### src/rtl/voice_allocator.sv
// voice_allocator: assigns a stream of note requests to NUM_VOICES chord-player
// voices. A request takes the lowest-index idle voice. When every voice is busy,
// it takes the oldest busy voice. The voice_load pulse comes from a one-deep
// schedule stage, so a flush can still cancel it.
module voice_allocator #(
  parameter int NUM_VOICES = 3,
  parameter int NOTE_W     = 6,
  parameter int DUR_W      = 6
) (
  input  logic                         clk,
  input  logic                         reset,
  input  logic                         play,
  input  logic                         flush,
  input  logic                         req_valid,
  output logic                         req_ready,
  input  logic [NOTE_W-1:0]            req_note,
  input  logic [DUR_W-1:0]             req_duration,
  output logic [NUM_VOICES-1:0]        voice_load,
  output logic [NUM_VOICES*NOTE_W-1:0] voice_note,
  output logic [NUM_VOICES*DUR_W-1:0]  voice_duration,
  input  logic [NUM_VOICES-1:0]        voice_done,
  output logic [NUM_VOICES-1:0]        voice_busy,
  output logic                         steal
);

  localparam int SEL_W = $clog2(NUM_VOICES);
  localparam int AGE_W = SEL_W;
  localparam logic [AGE_W-1:0] AGE_MAX = AGE_W'(NUM_VOICES - 1);

  typedef enum logic {V_IDLE = 1'b0, V_ACTIVE = 1'b1} voice_state_e;

  voice_state_e                  state_q [NUM_VOICES];
  voice_state_e                  state_d [NUM_VOICES];
  logic [AGE_W-1:0]              age_q   [NUM_VOICES];
  logic [AGE_W-1:0]              age_d   [NUM_VOICES];
  logic [NUM_VOICES*NOTE_W-1:0]  note_q, note_d;
  logic [NUM_VOICES*DUR_W-1:0]   dur_q, dur_d;
  logic [NUM_VOICES-1:0]         sched_q, sched_d;
  logic [NUM_VOICES-1:0]         load_q, load_d;
  logic                          sched_steal_q, sched_steal_d;
  logic                          steal_q, steal_d;

  logic                          alloc;
  logic                          found_idle;
  logic [SEL_W-1:0]              sel_idx;
  logic [AGE_W-1:0]              best_age;
  logic                          sel_active;
  logic                          sel_done;

  // Reset forces ready low even though reset is asynchronous to the request side.
  assign req_ready = reset & play & ~flush;
  assign alloc     = req_valid & req_ready & (req_note != '0);

  // Pick the target voice from registered state only: first idle, else oldest busy (ties -> lowest index).
  always_comb begin
    // NOTE: every variable gets a default before any branch, so no path can infer a latch.
    sel_idx    = '0;
    found_idle = 1'b0;
    best_age   = age_q[0];
    sel_active = 1'b0;
    sel_done   = 1'b0;
    for (int i = 0; i < NUM_VOICES; i++) begin
      if (!found_idle && state_q[i] == V_IDLE) begin
        sel_idx    = SEL_W'(i);
        found_idle = 1'b1;
      end
    end
    if (!found_idle) begin
      for (int i = 1; i < NUM_VOICES; i++) begin
        if (age_q[i] > best_age) begin
          best_age = age_q[i];
          sel_idx  = SEL_W'(i);
        end
      end
    end
    for (int i = 0; i < NUM_VOICES; i++) begin
      if (sel_idx == SEL_W'(i)) begin
        sel_active = (state_q[i] == V_ACTIVE);
        sel_done   = voice_done[i];
      end
    end
  end

  // Next voice state and age, latched note data, and the load/steal schedule pipeline.
  always_comb begin
    note_d        = note_q;
    dur_d         = dur_q;
    sched_d       = '0;
    // A voice that is finishing on this very edge is reused rather than stolen.
    sched_steal_d = alloc & sel_active & ~sel_done;
    load_d        = flush ? '0 : sched_q;
    steal_d       = ~flush & sched_steal_q;
    for (int i = 0; i < NUM_VOICES; i++) begin
      state_d[i] = state_q[i];
      age_d[i]   = age_q[i];
      if (flush) begin
        state_d[i] = V_IDLE;
        age_d[i]   = '0;
      end else if (alloc && sel_idx == SEL_W'(i)) begin
        state_d[i]                    = V_ACTIVE;
        age_d[i]                      = '0;
        sched_d[i]                    = 1'b1;
        note_d[i*NOTE_W +: NOTE_W]    = req_note;
        dur_d[i*DUR_W +: DUR_W]       = req_duration;
      end else if (voice_done[i]) begin
        state_d[i] = V_IDLE;
        age_d[i]   = '0;
      end else if (alloc && state_q[i] == V_ACTIVE && age_q[i] != AGE_MAX) begin
        age_d[i] = age_q[i] + 1'b1;
      end
    end
  end

  // State register for all voices and the output pipeline.
  always_ff @(posedge clk or negedge reset) begin
    if (!reset) begin
      for (int i = 0; i < NUM_VOICES; i++) begin
        state_q[i] <= V_IDLE;
        age_q[i]   <= '0;
      end
      // NOTE: the note/duration storage drives outputs, so it is reset to a known value like the control state.
      note_q        <= '0;
      dur_q         <= '0;
      sched_q       <= '0;
      load_q        <= '0;
      sched_steal_q <= 1'b0;
      steal_q       <= 1'b0;
    end else begin
      // NOTE: non-blocking assignments update all state together at the edge, so there are no ordering races.
      for (int i = 0; i < NUM_VOICES; i++) begin
        state_q[i] <= state_d[i];
        age_q[i]   <= age_d[i];
      end
      note_q        <= note_d;
      dur_q         <= dur_d;
      sched_q       <= sched_d;
      load_q        <= load_d;
      sched_steal_q <= sched_steal_d;
      steal_q       <= steal_d;
    end
  end

  // Expose the registered per-voice activity.
  always_comb begin
    for (int i = 0; i < NUM_VOICES; i++) begin
      voice_busy[i] = (state_q[i] == V_ACTIVE);
    end
  end

  assign voice_load     = load_q;
  assign steal          = steal_q;
  assign voice_note     = note_q;
  assign voice_duration = dur_q;

endmodule

### config.mk
export PLATFORM = sky130hd
export DESIGN_NAME = voice_allocator
export DESIGN_NICKNAME = d
export VERILOG_FILES = /design/src/rtl/voice_allocator.sv
export SDC_FILE = /design/constraint.sdc
export NUM_CORES = 1
export LEC_CHECK = 0
export BUFFER_PORTS_ARGS = -buffer_cell sky130_fd_sc_hd__buf_2
export CORE_UTILIZATION = 52
export DETAILED_ROUTE_END_ITERATION = 6
export PLACE_DENSITY = 0.87
export SETUP_SLACK_MARGIN = 0.5
export SLEW_MARGIN = 20
export SYNTH_ARGS = -nofsm -noshare
export SYNTH_HDL_FRONTEND = slang
export SYNTH_SLANG_ARGS = --single-unit
### constraint.sdc
create_clock -name clk -period 3.3 [get_ports clk]
set_input_delay 0.66 -clock clk [delete_from_list [all_inputs] [get_ports clk]]
set_output_delay 0.66 -clock clk [all_outputs]
set_load 0.02 [all_outputs]
==> out/metrics.csv <==
metric;value;unit
drv_slew;0;
r2r_end;voice_duration[5];
leakage;1.54;nW
syn_area;2330;um^2
drive_gt1_frac;0.457;
ys_ff_latch;53;
cp-start-kind;flip-flop;
cts.sinks;53;
antenna_found_initial;0;
chipWidth;68.9;um
die_area;4750;um^2
gp_congestion;0.848;
grtUsageTotal;0.220;
antenna_left;0;
grt_max_degree;54;
ys_types;40;
min_period;2.74;ns
fmaxAchievable;365;MHz
final_nets;274;
drc_errors;0;
cp.required;3.50;ns
rr_worst_depth;12;
viasPerCell;5.52;
end_kind;flip-flop;
insertion_delay;0.31;ns
core;4140;um^2
clkTransAtPathRegs;0.10;ns
worstMarginPinSlew;0.654;ns
n_antenna_cell;0;
cp_top_family;simple AND/OR/NAND/NOR gates;
cts_made_buffers;5;
hold_viol_final;0;
rrSetupSlack;0.56;ns
grt_pass1_vias;1528;
ios;64;
synth_seq_area_share;0.570;
avgRoutedWirePerCell;16.8;um
status;finished, final reports clean;
postCtsHoldBufs;0;
worstReg2RegStart;age_q[5];
cts_tree;built;
dp_hpwl;3.37;mm
cts-root-buf;clkbuf_8;
rsz0062_at_grt;true;
yosys_warnings;0;
powerDensity;477;nW/um^2
maxSlewHeadroom;0.564;
min_path_type;reg -> reg;
cts.htree.levels;2;
die_h;68.9;um
async_flop_share;1.00;
syn-num-nets;200;
n_fill_cell;292;
synth_ff_type;dfrtp_1;
io_buffers;63;
hp-start;sched_q[0];
whs_path_depth;1;
setup_violations;0;
cts_buffer_depth;2;
p_total;1.40;mW
max_stage_delay;0.41;ns
drtIter0Drc;91;
grt_pass1_wl;7.30;mm
areaGrowthSynthToFinish;25.8;%
worst-path-buf-inv;1;
max_cap_violations;0;
netlist_instances;172;
hold_end;voice_load[0];
setup_tns;0;ns
ir_drop;0.435;mV
start_util;0.562;
synth-edff-count;0;
grt.overflow.total;0;
wl;5.00;mm
path_cells;inv_1 -> ha_4 -> nor2_2 -> o22ai_4 -> nand2_1 -> o21ai_1 -> ha_1 -> and3_4 -> a21o_1 -> a31oi_4 -> nand2b_4 -> mux2_2;
cp_max_fo;7;
rows;23;
vias;1638;
worstPathArrival;2.94;ns
crit_slowest_cell;dfrtp_1;
fin_skew;0.00759;ns
first_pass_iters;4;
crit_type;reg -> reg;
fin_crit_sh;0.830;
synth_area_per_cell;13.5;um^2
-- timing repair --
| item | CTS | global route |
|---|---|---|
| endpoints found under the setup margin | 39 | 40 |
| buffers inserted | 0 | 5 |
| cloned | 1 | 0 |
| pin swaps | 0 | 3 |
| resized for setup | 6 | 10 |
-- logic make-up after synthesis --
| group | Yosys count | synth area share |
|---|---|---|
| compound gates | 19 | 0.0666 |
| xor+xnor | 1 | 0.00376 |
| fa+ha+maj | 8 | 0.0430 |
| buf+inv | 15 | 0.0306 |
| flops | 53 | 0.570 |
| mux | 37 | 0.193 |
| simple gates | 39 | 0.0935 |
-- worst max path at each step --
stage / slack (ns) / from / cells after the start / endpoint
5_1_grt: 0.43 / age_q[5] / 12 / voice_duration[5]
4_1_cts: 0.41 / age_q[2] / 12 / voice_duration[5]
2_1_floorplan: 0.52 / age_q[2] / 12 / voice_duration[0]
6_report: 0.56 / age_q[5] / 12 / voice_duration[5]
3_5_place_dp: 0.17 / age_q[2] / 11 / voice_duration[5]
3_3_place_gp: 0.22 / age_q[2] / 11 / voice_duration[5]
-- Yosys cell counts, drive strengths merged, types with 3 or more instances --
library cell / instances / area share
nor2b: 7 / 0.019
nor2: 6 / 0.011
and3: 3 / 0.0081
buf: 3 / 0.011
mux2: 36 / 0.19
ha: 8 / 0.043
inv: 12 / 0.019
o21ai: 6 / 0.013
dfrtp: 53 / 0.57
nand2: 12 / 0.020
-- through the flow --
| step | std cells | hold slack (ns) | area [um^2] | setup WS [ns] | util |
|---|---|---|---|---|---|
| 6_report | 297 | 0.468 | 2930 | 0.561 | 0.707 |
| 5_1_grt | 297 | 0.490 | 2930 | 0.430 | 0.707 |
| 4_1_cts | 292 | 0.468 | 2840 | 0.405 | 0.686 |
| 3_5_place_dp | 283 | 0.446 | 2690 | 0.168 | 0.649 |
| 3_3_place_gp | 283 | 0.444 | 2690 | 0.224 | 0.649 |
| 2_1_floorplan | 172 | 0.364 | 2330 | 0.525 | - |
-- power breakdown --
group          switching [mW]  internal [mW]  leakage [nW]  total (mW)
Combinational           0.141         0.0814         0.769       0.222
Clock                   0.219          0.227        0.0585       0.446
Sequential             0.0267          0.702         0.711       0.728
-- flip-flops by register name, summed over array words and instances (netlist names) --
register,cells
voice_note,18
voice_busy,3
age_q,6
sched_steal_q,1
steal,1
sched_q,3
voice_duration,18
voice_load,3
-- layer usage --
metal	up-vias	share of wire	global-route usage
met3	9	0.062	0.0674
met2	60	0.49	0.351
met5	-	0	0
met4	0	0.023	0.0944
met1	817	0.42	0.277
li1	752	-	-
-- cells in the final DEF (no fill, tap or decap), types with 2 or more instances in the layout --
master and count:
and3_1 2, buf_2 63, buf_4 6, clkbuf_8 5, clkinv_2 2, dfrtp_1 53, ha_1 7, inv_1 10
mux2_1 19, mux2_2 8, mux2_4 9, nand2_1 11, nand2b_4 2, nor2_1 4, nor2_2 2, nor2b_1 7
o21ai_0 4, o311a_1 2
-- layout make-up --
type	instances	area (um^2)	area share
Timing Repair Buffer	69	360	0.123
Sequential cell	53	1330	0.453
Tap cell	50	62.6	0.0214
Clock buffer	5	68.8	0.0235
Multi-Input combinational cell	105	1020	0.349
Inverter	12	46.3	0.0158
Clock inverter	3	43.8	0.0150
No activity file was read; power rests on OpenSTA's default activity.
